[src/rtl/spi_master_ram_ctrl_if.sv]
// Host-side request/response and SPI pin bundle for the SPI RAM master.
// The master modport is the controller side. The slave modport is the host/pin side.
interface spi_master_ram_ctrl_if;
   logic       start;
   logic [1:0] cmd;
   logic [7:0] wdata;
   logic       busy;
   logic       done;
   logic [7:0] rdata;
   logic       SS_n;
   logic       MOSI;
   logic       MISO;

   modport master (
      input  start, cmd, wdata, MISO,
      output busy, done, rdata, SS_n, MOSI
   );

   modport slave (
      output start, cmd, wdata, MISO,
      input  busy, done, rdata, SS_n, MOSI
   );
endinterface

[src/rtl/spi_master_ram_ctrl.sv]
// SPI master that runs one 10-bit {cmd,data} frame per start request against a serial RAM.
// The master runs on clk_sys, which is also the bit clock. Read-data frames capture one byte after RD_LAT idle cycles.
//
// state   | meaning
// IDLE    | SS_n high, waiting for start
// SELECT  | SS_n low, MOSI = cmd[1] lead-in bit
// SHIFT   | 10 frame bits out on MOSI, MSB first
// WAIT    | read latency, RD_LAT cycles
// CAPTURE | 8 MISO bits in, MSB first
// GAP_ST  | SS_n high for GAP cycles, done on first cycle
module spi_master_ram_ctrl #(
   parameter int RD_LAT = 2,
   parameter int GAP    = 1
) (
   input logic                   clk,
   input logic                   rst,
   spi_master_ram_ctrl_if.master bus
);

   typedef enum logic [2:0] {IDLE, SELECT, SHIFT, WAIT, CAPTURE, GAP_ST} state_t;

   localparam logic [3:0] RD_LAT_TC = 4'(RD_LAT - 1);
   localparam logic [3:0] GAP_TC    = 4'(GAP - 1);

   state_t     state;
   logic [9:0] sreg;
   logic [7:0] cap;
   logic [3:0] cnt;
   logic       rd_frame;

   always_ff @(posedge clk or posedge rst) begin
      if (rst) begin
         state     <= IDLE;
         sreg      <= '0;
         cap       <= '0;
         cnt       <= '0;
         rd_frame  <= 1'b0;
         bus.busy  <= 1'b0;
         bus.done  <= 1'b0;
         bus.rdata <= '0;
         bus.SS_n  <= 1'b1;
         bus.MOSI  <= 1'b0;
      end else begin
         bus.done <= 1'b0;
         case (state)
            IDLE: begin
               if (bus.start) begin
                  sreg     <= {bus.cmd, bus.wdata};
                  rd_frame <= (bus.cmd == 2'b11);
                  bus.busy <= 1'b1;
                  bus.SS_n <= 1'b0;
                  bus.MOSI <= bus.cmd[1];
                  state    <= SELECT;
               end
            end
            SELECT: begin
               bus.MOSI <= sreg[9];
               cnt      <= 4'd9;
               state    <= SHIFT;
            end
            SHIFT: begin
               // cnt counts down from 9. Each cycle presents the next bit one cycle ahead of its slot.
               if (cnt == 4'd0) begin
                  bus.MOSI <= 1'b0;
                  if (rd_frame) begin
                     cnt   <= RD_LAT_TC;
                     state <= WAIT;
                  end else begin
                     bus.SS_n <= 1'b1;
                     bus.done <= 1'b1;
                     cnt      <= GAP_TC;
                     state    <= GAP_ST;
                  end
               end else begin
                  bus.MOSI <= sreg[8];
                  sreg     <= {sreg[8:0], 1'b0};
                  cnt      <= cnt - 4'd1;
               end
            end
            WAIT: begin
               if (cnt == 4'd0) begin
                  cnt   <= 4'd7;
                  state <= CAPTURE;
               end else begin
                  cnt <= cnt - 4'd1;
               end
            end
            CAPTURE: begin
               cap <= {cap[6:0], bus.MISO};
               if (cnt == 4'd0) begin
                  bus.rdata <= {cap[6:0], bus.MISO};
                  bus.SS_n  <= 1'b1;
                  bus.done  <= 1'b1;
                  cnt       <= GAP_TC;
                  state     <= GAP_ST;
               end else begin
                  cnt <= cnt - 4'd1;
               end
            end
            GAP_ST: begin
               if (cnt == 4'd0) begin
                  bus.busy <= 1'b0;
                  state    <= IDLE;
               end else begin
                  cnt <= cnt - 4'd1;
               end
            end
            default: state <= IDLE;
         endcase
      end
   end

endmodule

[src/flat_wrapper.sv]
// flat-port wrapper written by rule: the top's interface ports become plain ports
module spi_master_ram_ctrl_flat 
#(
   parameter int RD_LAT = 2,
   parameter int GAP    = 1
)
  (clk, rst, bus_start, bus_cmd, bus_wdata, bus_MISO, bus_busy, bus_done, bus_rdata, bus_SS_n, bus_MOSI);
  spi_master_ram_ctrl_if bus_i ();
  input logic clk;
  input logic rst;
  input wire logic [$bits(bus_i.start)-1:0] bus_start;
  input wire logic [$bits(bus_i.cmd)-1:0] bus_cmd;
  input wire logic [$bits(bus_i.wdata)-1:0] bus_wdata;
  input wire logic [$bits(bus_i.MISO)-1:0] bus_MISO;
  output wire logic [$bits(bus_i.busy)-1:0] bus_busy;
  output wire logic [$bits(bus_i.done)-1:0] bus_done;
  output wire logic [$bits(bus_i.rdata)-1:0] bus_rdata;
  output wire logic [$bits(bus_i.SS_n)-1:0] bus_SS_n;
  output wire logic [$bits(bus_i.MOSI)-1:0] bus_MOSI;
  assign bus_i.start = bus_start;
  assign bus_i.cmd = bus_cmd;
  assign bus_i.wdata = bus_wdata;
  assign bus_i.MISO = bus_MISO;
  assign bus_busy = bus_i.busy;
  assign bus_done = bus_i.done;
  assign bus_rdata = bus_i.rdata;
  assign bus_SS_n = bus_i.SS_n;
  assign bus_MOSI = bus_i.MOSI;
  spi_master_ram_ctrl #(.RD_LAT(RD_LAT), .GAP(GAP)) u_core (.clk(clk), .rst(rst), .bus(bus_i));
endmodule
[config.mk]
export PLATFORM = sky130hd
export DESIGN_NAME = spi_master_ram_ctrl_flat
export DESIGN_NICKNAME = d
export VERILOG_FILES = /design/src/rtl/spi_master_ram_ctrl_if.sv /design/src/rtl/spi_master_ram_ctrl.sv /design/src/flat_wrapper.sv
export SDC_FILE = /design/constraint.sdc
export NUM_CORES = 1
export LEC_CHECK = 0
export CORE_ASPECT_RATIO = 1.2
export CORE_MARGIN = 2
export CORE_UTILIZATION = 57
export CTS_CLUSTER_DIAMETER = 100
export CTS_CLUSTER_SIZE = 25
export DETAILED_ROUTE_END_ITERATION = 10
export MAX_ROUTING_LAYER = met4
export PLACE_DENSITY = 0.84
export SLEW_MARGIN = 10
export SYNTH_ARGS = -nofsm -noshare
export SYNTH_HDL_FRONTEND = slang
export SYNTH_SLANG_ARGS = --single-unit
[constraint.sdc]
create_clock -name clk -period 3.3 [get_ports clk]
set_input_delay 0.495 -clock clk [delete_from_list [all_inputs] [get_ports clk]]
set_output_delay 0.495 -clock clk [all_outputs]
set_load 0.02 [all_outputs]
=== After elaboration in Yosys (flattened, before gate mapping) ===
Cells that the tools add are included.

* Bits in registers: 37
* Output and inout bits: 12
* Word-level logic and storage cells: 71

* $add $sub $neg: 1
* Eq/ne operators: 14
* Muxes and demuxes: 31
* Reductions and logical operators: 15

{| class="wikitable"
|+ Operators with widths
! cell !! number
|-
| 2-to-1 mux 10 bit || 2
|-
| one-hot mux 10 bit (2 select lines) || 1
|-
| one-hot mux 4 bit (5 select lines) || 1
|-
| 2-to-1 mux 3 bit || 6
|-
| one-hot mux 3 bit (6 select lines) || 1
|-
| 2-to-1 mux 4 bit || 4
|-
| 2-to-1 mux 1 bit || 12
|-
| AND reduction 5 bit || 2
|-
| inequality test 2 x 1 -> 1 bit, second input constant || 4
|-
| inequality test 2 bit, second input constant || 4
|-
| AND reduction 2 bit || 4
|-
| equality test 3 x 2 -> 1 bit, second input constant || 2
|-
| equality test 3 bit, second input constant || 2
|-
| one-hot mux 1 bit (3 select lines) || 2
|-
| AND reduction 3 bit || 2
|-
| nonzero test 3 bit || 2
|-
| nonzero test 5 bit || 1
|-
| logical NOT 4 bit || 1
|-
| one-hot mux 1 bit (2 select lines) || 2
|-
| nonzero test 2 bit || 2
|-
| subtractor 4 x 1 -> 4 bit, second input constant || 1
|-
| equality test 3 x 1 -> 1 bit, second input constant || 1
|-
| logical NOT 3 bit || 1
|-
| equality test 2 bit, second input constant || 1
|}

=== Depth between registers and ports, before layout ===
Gate-level depths: netlist (run 1).

* Word-level depth: 3
* Depth in mapped cells: 7
* Depth with buffers taken out: 6

=== Worst setup path before layout (run 1) ===
No wires, ideal clock.

* Kind: reg-to-reg
* Start point: reg u_core.cnt[0]
* End point: reg u_core.sreg[4]
* Setup time: 123 ps
* Arrival time: 1,555 ps
* Required time: 3,177 ps
* Setup slack: 1,621 ps
* Cell stages (with the launch flop): 8
* Buffers on the path: 1
* Clock period less this slack: 1,679 ps
* Path through: dfrtp_1 -> inv_1 -> ha_1 -> or3b_2 -> nand3_1 -> and2_1 -> buf_2 -> a21oi_1

* Word-level cells in the longest chain between the ends: 3

{| class="wikitable"
|+ RTL lines
! what !! line !! RTL
|-
| start: declaration || spi_master_ram_ctrl.sv:28 || <nowiki>logic [3:0] cnt;</nowiki>
|-
| start signal: assignment || spi_master_ram_ctrl.sv:77 || <nowiki>cnt <= cnt - 4'd1;</nowiki>
|-
| start signal: assignment || spi_master_ram_ctrl.sv:85 || <nowiki>cnt <= cnt - 4'd1;</nowiki>
|-
| start signal: assignment || spi_master_ram_ctrl.sv:97 || <nowiki>cnt <= cnt - 4'd1;</nowiki>
|-
| logical NOT 4 bit || spi_master_ram_ctrl.sv:63 || <nowiki>if (cnt == 4'd0) begin</nowiki>
|-
| inequality test 2 bit (no source line) || -- ||
|-
| AND reduction 3 bit (no source line) || -- ||
|-
| end signal: assignment || spi_master_ram_ctrl.sv:48 || <nowiki>sreg <= {bus.cmd, bus.wdata};</nowiki>
|-
| end signal: assignment || spi_master_ram_ctrl.sv:76 || <nowiki>sreg <= {sreg[8:0], 1'b0};</nowiki>
|-
| end: declaration || spi_master_ram_ctrl.sv:26 || <nowiki>logic [9:0] sreg;</nowiki>
|}

No other way between the ends.
A chain may end at the register's enable or synchronous reset.

=== Worst setup path after layout (run 1) ===
* Start point: reg u_core.cnt[0]
* End point: reg u_core.sreg[5]

Same word-level chain as after synthesis.

==> results of run 1 <==
-- cell usage in the layout, fill, tap and decap left out, types with 2 or more instances in the layout --
master and n:
ha_1 2, nand2_1 11, dfrtp_1 36, nand2b_1 2, mux2_2 16, nor2b_1 2
inv_1 15, nor3_1 2, xnor2_1 2, and3_1 2, a21oi_1 14, nand3_1 4
o21ai_0 7, clkdlybuf4s50_1 25, clkbuf_4 5, nor3b_1 2, o22ai_1 11, nor2_1 5
o221ai_1 2
-- synth_stat cells, drive strengths merged (3+ instances only) --
library cell  count  share of area
a21oi            14          0.041
inv              15          0.033
nand2            12          0.028
o21ai             7          0.021
mux2             16           0.11
o22ai            11          0.041
nor3              3          0.015
nor3b             3          0.016
buf               4          0.015
nand3             4          0.012
nor2              5          0.011
dfrtp            36           0.53
clkbuf            3         0.0066
-- layout make-up --
type / count / area (um2)
flip-flops and latches: 37 / 927.1
fillers: 199 / 762.0
multi-input cells: 98 / 676.9
repair buffers: 26 / 257.7
inverters: 15 / 56.30
clock buffers: 6 / 51.30
well taps: 34 / 42.54
clock inverters: 2 / 37.54
-- path summary, 6_finish.rpt --
check                           startpoint             endpoint  slack [ns]  cells past startpoint
max reg2reg                  u_core.cnt[0]       u_core.sreg[5]        1.09                      6
min in group asynchronous              rst       u_core.sreg[6]        0.60                      2
min                        u_core.bus.busy      u_core.bus.busy        0.51                      2
max in group asynchronous              rst  u_core.bus.rdata[7]        1.98                      3
min reg2reg                u_core.bus.busy      u_core.bus.busy        0.51                      2
max                          u_core.cnt[0]       u_core.sreg[5]        1.09                      6
-- registers in the layout, summed over array words and instances (netlist names) --
register / count
u_core.bus.SS_n: 1
u_core.rd_frame: 1
u_core.bus.busy: 1
u_core.bus.rdata: 8
u_core.sreg: 10
u_core.bus.MOSI: 1
u_core.bus.done: 1
u_core.state: 3
u_core.cnt: 4
u_core.cap: 7
-- worst max-delay path: stages (launching register included) --
cell and delay (ns):
dfrtp_1 0.44, inv_1 0.10, ha_1 0.18, or3b_2 0.51, nand3_1 0.37, and2_1 0.37
a21oi_1 0.12
-- through the flow --
step / worst slack, ns / instances / hold WS (ns) / utilization
after CTS: 1.086 / 218 / 0.5208 / 0.7290
after global placement: 1.225 / 210 / 0.4797 / 0.6974
after floorplan: 1.621 / 157 / 0.4696 / -
after detailed placement: 1.107 / 210 / 0.4940 / 0.6974
final: 1.087 / 218 / 0.5129 / 0.7290
after global routing: 0.9166 / 218 / 0.5388 / 0.7290
-- power groups by stage --
stage | clock network [W] | registers, W | logic [W]
finish | 0.000335 | 0.000770 | 0.000703
detailed placement | 0 | 0.000777 | 0.000697
global placement | 0 | 0.000764 | 0.000656
global route | 0.000359 | 0.000793 | 0.000794
CTS | 0.000340 | 0.000766 | 0.000705
floorplan | 0 | 0.000708 | 0.000580
-- cells by family (layout without fill, tap and decap cells) --
| family | count (synthesis) | in the layout |
|---|---|---|
| compound gates | 41 | 41 |
| flops | 37 | 37 |
| simple gates | 37 | 37 |
| buf+inv | 22 | 49 |
| mux | 16 | 16 |
| fa+ha+maj | 2 | 2 |
| xor+xnor | 2 | 2 |
-- routing by layer --
layer,part of all wire,up-vias,routed length [um],track usage
met3,0.054,4,182,0.09112
met2,0.53,42,1812,0.3872
li1,-,610,-,-
met1,0.40,621,1360,0.2923
met4,0.010,0,34,0.08333
met5,0,-,0,-
==> reports/metrics.yaml, run 1 <==
logic_synthesis:
  synthFlopType: "dfrtp_1"
  yosysWarnings: 0
  synth-async-reset-ratio: 1.000
  synthAdderAreaFrac: 0.01475
  synth_top_family_by_area: "compound AO/OA/AOI/OAI gates"
  synthXorXnorAreaFrac: 0.01032
  yosysSeqAreaShare: 0.5465
  synth.distinct_cells: 35
  mappedNetlistArea_um2: 1697
  synthSimpleGateAreaFrac: 0.1217
  syn_avg_cell_area_um2: 10.81
  synth_cells: 157
  synth-edff-count: 0
  synth_compound_area_frac: 0.1460
  ys_ff_latch: 37
  synth.area.mux_share: 0.1062
  synth_nets: 173
floorplanning:
  core-area_um2: 2811
  ios: 26
  die_h_um: 63.77
  fp.dieArea_um2: 3431
  die_w_um: 53.81
  initial_core_util: 0.6035
  placementRows: 21
cts:
  numClockSinks: 37
  cts_setup_buffers: 0
  clkTransAtPathRegs_ns: 0.11
  cts_tree: "done"
  ctsHtreeMaxLevel: 2
  cts-root-buf: "clkbuf_4"
  hold_buffers: 0
  cts-buffers-inserted: 5
  clk_path_buf_depth: 2
  cts_resized: 0
  clk_latency_ns: 0.35
power_and_ir_drop:
  power_frac_comb: 0.389
  p_sw_frac: 0.3885
  powerDensity_nw_per_um2: 882.7
  power_frac_seq: 0.426
  clockPowerShare: 0.185
  power.total_w: 0.001809
  internal_power_w: 0.001106
  leakagePower_nw: 0.9340
  power_switching_w: 0.0007029
  ir_drop_v: 0.0006643
timing:
  fin_worst_skew_ns: 0.01096
  setup_viol: 0
  finalHoldViolations: 0
  tightest_slew_ns: 0.8339
  rsz0062_at_grt: "no"
  drv_slew: 0
  fmax_mhz: 452.0
  fin_crit_sh: 0.6705
  period_minus_slack_ns: 2.213
  tns_ns: 0
  maxSlewHeadroom: 0.4435
setup_path:
  critical_path_class: "reg -> reg"
  crit_arrival_ns: 2.44
  critPathRequiredTime_ns: 3.52
  critPathMaxFanout: 11
  cp-start-kind: "flop"
  end_kind: "flop"
global_routing:
  grt_overflow: 0
  first_global_vias: 1337
  antenna_found_initial: 0
  grt_max_degree: 24
  grt_first_pass_wirelength_mm: 5.968
  grtUsageTotal: 0.2483
route:
  vias: 1277
  via_per_inst: 5.858
  ant_nets: 0
  dr.pass1.iters: 4
  drc: 0
  routed_wl_mm: 3.390
  drtIter0Drc: 43
  wl_per_cell_um: 15.55
outcome:
  status: "completed"
place:
  gp_congestion: 0.8087
  dp_hpwl_mm: 2.415
  dpl_cell_area_um2: 1961
  numPortBuffers: 25
cells_and_area:
  final_cell_area_um2: 2049
  finalNetCount: 199
  drive_gt1_frac: 0.1685
  diodes: 0
  area_growth_pct: 20.80
min_path:
  hold_path.class: "reg -> reg"
flow_run:
  cap_violations: 0
Power figures use the tool's default switching activity.
==> run 2, diff against run 1 <==
CORE_UTILIZATION = 47   (was 57)
PLACE_DENSITY = 0.74   (was 0.84)
clock period = 2.03 ns   (was 3.3 ns; I/O delays follow)
==> run 2 against run 1 <==
  * Via count up 3.2%
  * Critical path type unchanged
  * Setup slack worse by 0.90 ns
  * Largest cell class unchanged
  * Clock power up 70%
  * Utilization down 10 points
  * Non-clock buffer count up 9
==> reports/metrics.yaml, run 2 (synthesis gave the netlist of run 1 again) <==
outcome:
  status: "completed"
global_routing:
  grt_overflow: 0
  antenna_found_initial: 0
  grtUsageTotal: 0.2075
  grt_max_degree: 23
  grt_first_pass_wirelength_mm: 6.403
  first_global_vias: 1399
power_and_ir_drop:
  powerDensity_nw_per_um2: 1441
  p_sw_frac: 0.3790
  ir_drop_v: 0.0008722
  power_frac_seq: 0.399
  leakagePower_nw: 0.9882
  internal_power_w: 0.001910
  power_switching_w: 0.001165
  clockPowerShare: 0.185
  power_frac_comb: 0.416
timing:
  fmax_mhz: 542.8
  rsz0062_at_grt: "no"
  tns_ns: 0
  drv_slew: 0
  period_minus_slack_ns: 1.842
  fin_worst_skew_ns: 0.004976
  tightest_slew_ns: 0.3957
  hold_ws_ns: 0.3566
  finalHoldViolations: 0
  maxSlewHeadroom: 0.7362
  timing.final.ws_setup_ns: 0.1877
  setup_viol: 0
  fin_crit_sh: 0.9076
cells_and_area:
  utilization: 0.6286
  biggestRegsByFlops: "u_core.sreg x10, u_core.bus.rdata x8, u_core.cap x7"
  finalNetCount: 208
  final_cell_mix: "dfrtp_1 (36), clkdlybuf4s50_1 (25), mux2_2 (16)"
  diodes: 0
  largest_reg_flops: 10
  area_growth_pct: 25.81
  drive_gt1_frac: 0.2124
  final_common_cell: "dfrtp_1"
  largest_register: "u_core.sreg"
floorplanning:
  die_h_um: 69.82
  initial_core_util: 0.4996
  core-area_um2: 3396
  placementRows: 23
  fp.dieArea_um2: 4108
  die_w_um: 58.85
  ios: 26
setup_path:
  critPathMaxFanout: 10
  critical_path_class: "reg -> reg"
  crit_arrival_ns: 2.06
  critPathRequiredTime_ns: 2.24
  end_kind: "flop"
  cp-start-kind: "flop"
cts:
  numClockSinks: 37
  clk_latency_ns: 0.29
  clkTransAtPathRegs_ns: 0.08
  cts_tree: "done"
  ctsHtreeMaxLevel: 2
  cts-root-buf: "clkbuf_8"
  cts-buffers-inserted: 5
  cts_setup_buffers: 0
  clk_path_buf_depth: 2
min_path:
  hold_path.class: "in -> async"
route:
  drc: 0
  via_per_inst: 5.730
  drtIter0Drc: 60
  ant_nets: 0
  wl_met2_mm: 1.741
  vias: 1318
  highest_layer: "met4"
  wl_met1_mm: 1.508
  dr.pass1.iters: 4
  wl_met3_um: 145
  wl_per_cell_um: 15.12
  routed_wl_mm: 3.477
place:
  dp_hpwl_mm: 2.529
  gp_congestion: 0.8268
  dp_slack_ns: 0.1058
  numPortBuffers: 25
flow_run:
  cap_violations: 0
-- run 2: changes by cell type in the layout (fill, tap and decap cells not counted) --
cell	change
and2_1	-1
and2_2	+1
buf_4	+9
bufinv_16	-1
clkbuf_4	-5
clkbuf_8	+6
clkinv_2	+1
clkinvlp_4	-1
-- run 2: area by class of cell --
type	count	area, um2
inverters	15	56.30
flip-flops and latches	37	927.1
clock inverters	1	5.005
well taps	37	46.29
repair buffers	35	325.3
fillers	277	1261
clock buffers	7	96.34
multi-input cells	98	678.2
-- run 2: routing by layer --
metal  vias to the layer above  GRT usage
met5                         -          -
met4                         0    0.07071
met3                        12    0.05970
met2                        48     0.3136
met1                       636     0.2661
li1                        622          -
-- run 2: what timing repair did --
action,in CTS,in global routing
resized for setup,0,1
setup endpoints to repair,0,9
hold buffers,0,0
-- run 2: stage by stage --
step           std cells  total power, W  area, um2
2_1_floorplan        157        0.002095       1697
6_report             230        0.003075       2135
3_3_place_gp         222        0.002425       2032
5_1_grt              230        0.003312       2135
4_1_cts              230        0.003083       2133
3_5_place_dp         222        0.002504       2032
-- run 2: final timing paths --
kind | start | to | slack [ns] | cells after the start
worst max-delay path | u_core.cnt[0] | u_core.sreg[2] | 0.19 | 7
worst min-delay path | rst | u_core.cap[0] | 0.36 | 3
worst max register to register | u_core.cnt[0] | u_core.sreg[2] | 0.19 | 7
worst min register to register | u_core.bus.busy | u_core.bus.busy | 0.49 | 2
max in group asynchronous | rst | u_core.bus.SS_n | 1.36 | 3
min in group clk | u_core.bus.busy | u_core.bus.busy | 0.49 | 2
-- run 2: power by group through the flow --
stage                     registers, W  clock network (W)  logic [W]
after floorplan                0.00115                  0   0.000943
after global placement         0.00122                  0    0.00121
after detailed placement       0.00123                  0    0.00127
after CTS                      0.00122           0.000581    0.00128
after global routing           0.00126           0.000615    0.00144
final                          0.00123           0.000570    0.00128
-- run 2: critical path: stages, from the launching register on --
cell	delay, ns
dfrtp_1	0.43
inv_1	0.10
ha_1	0.18
or3b_2	0.51
nand3_1	0.13
buf_4	0.18
o22ai_1	0.10
a21oi_1	0.13
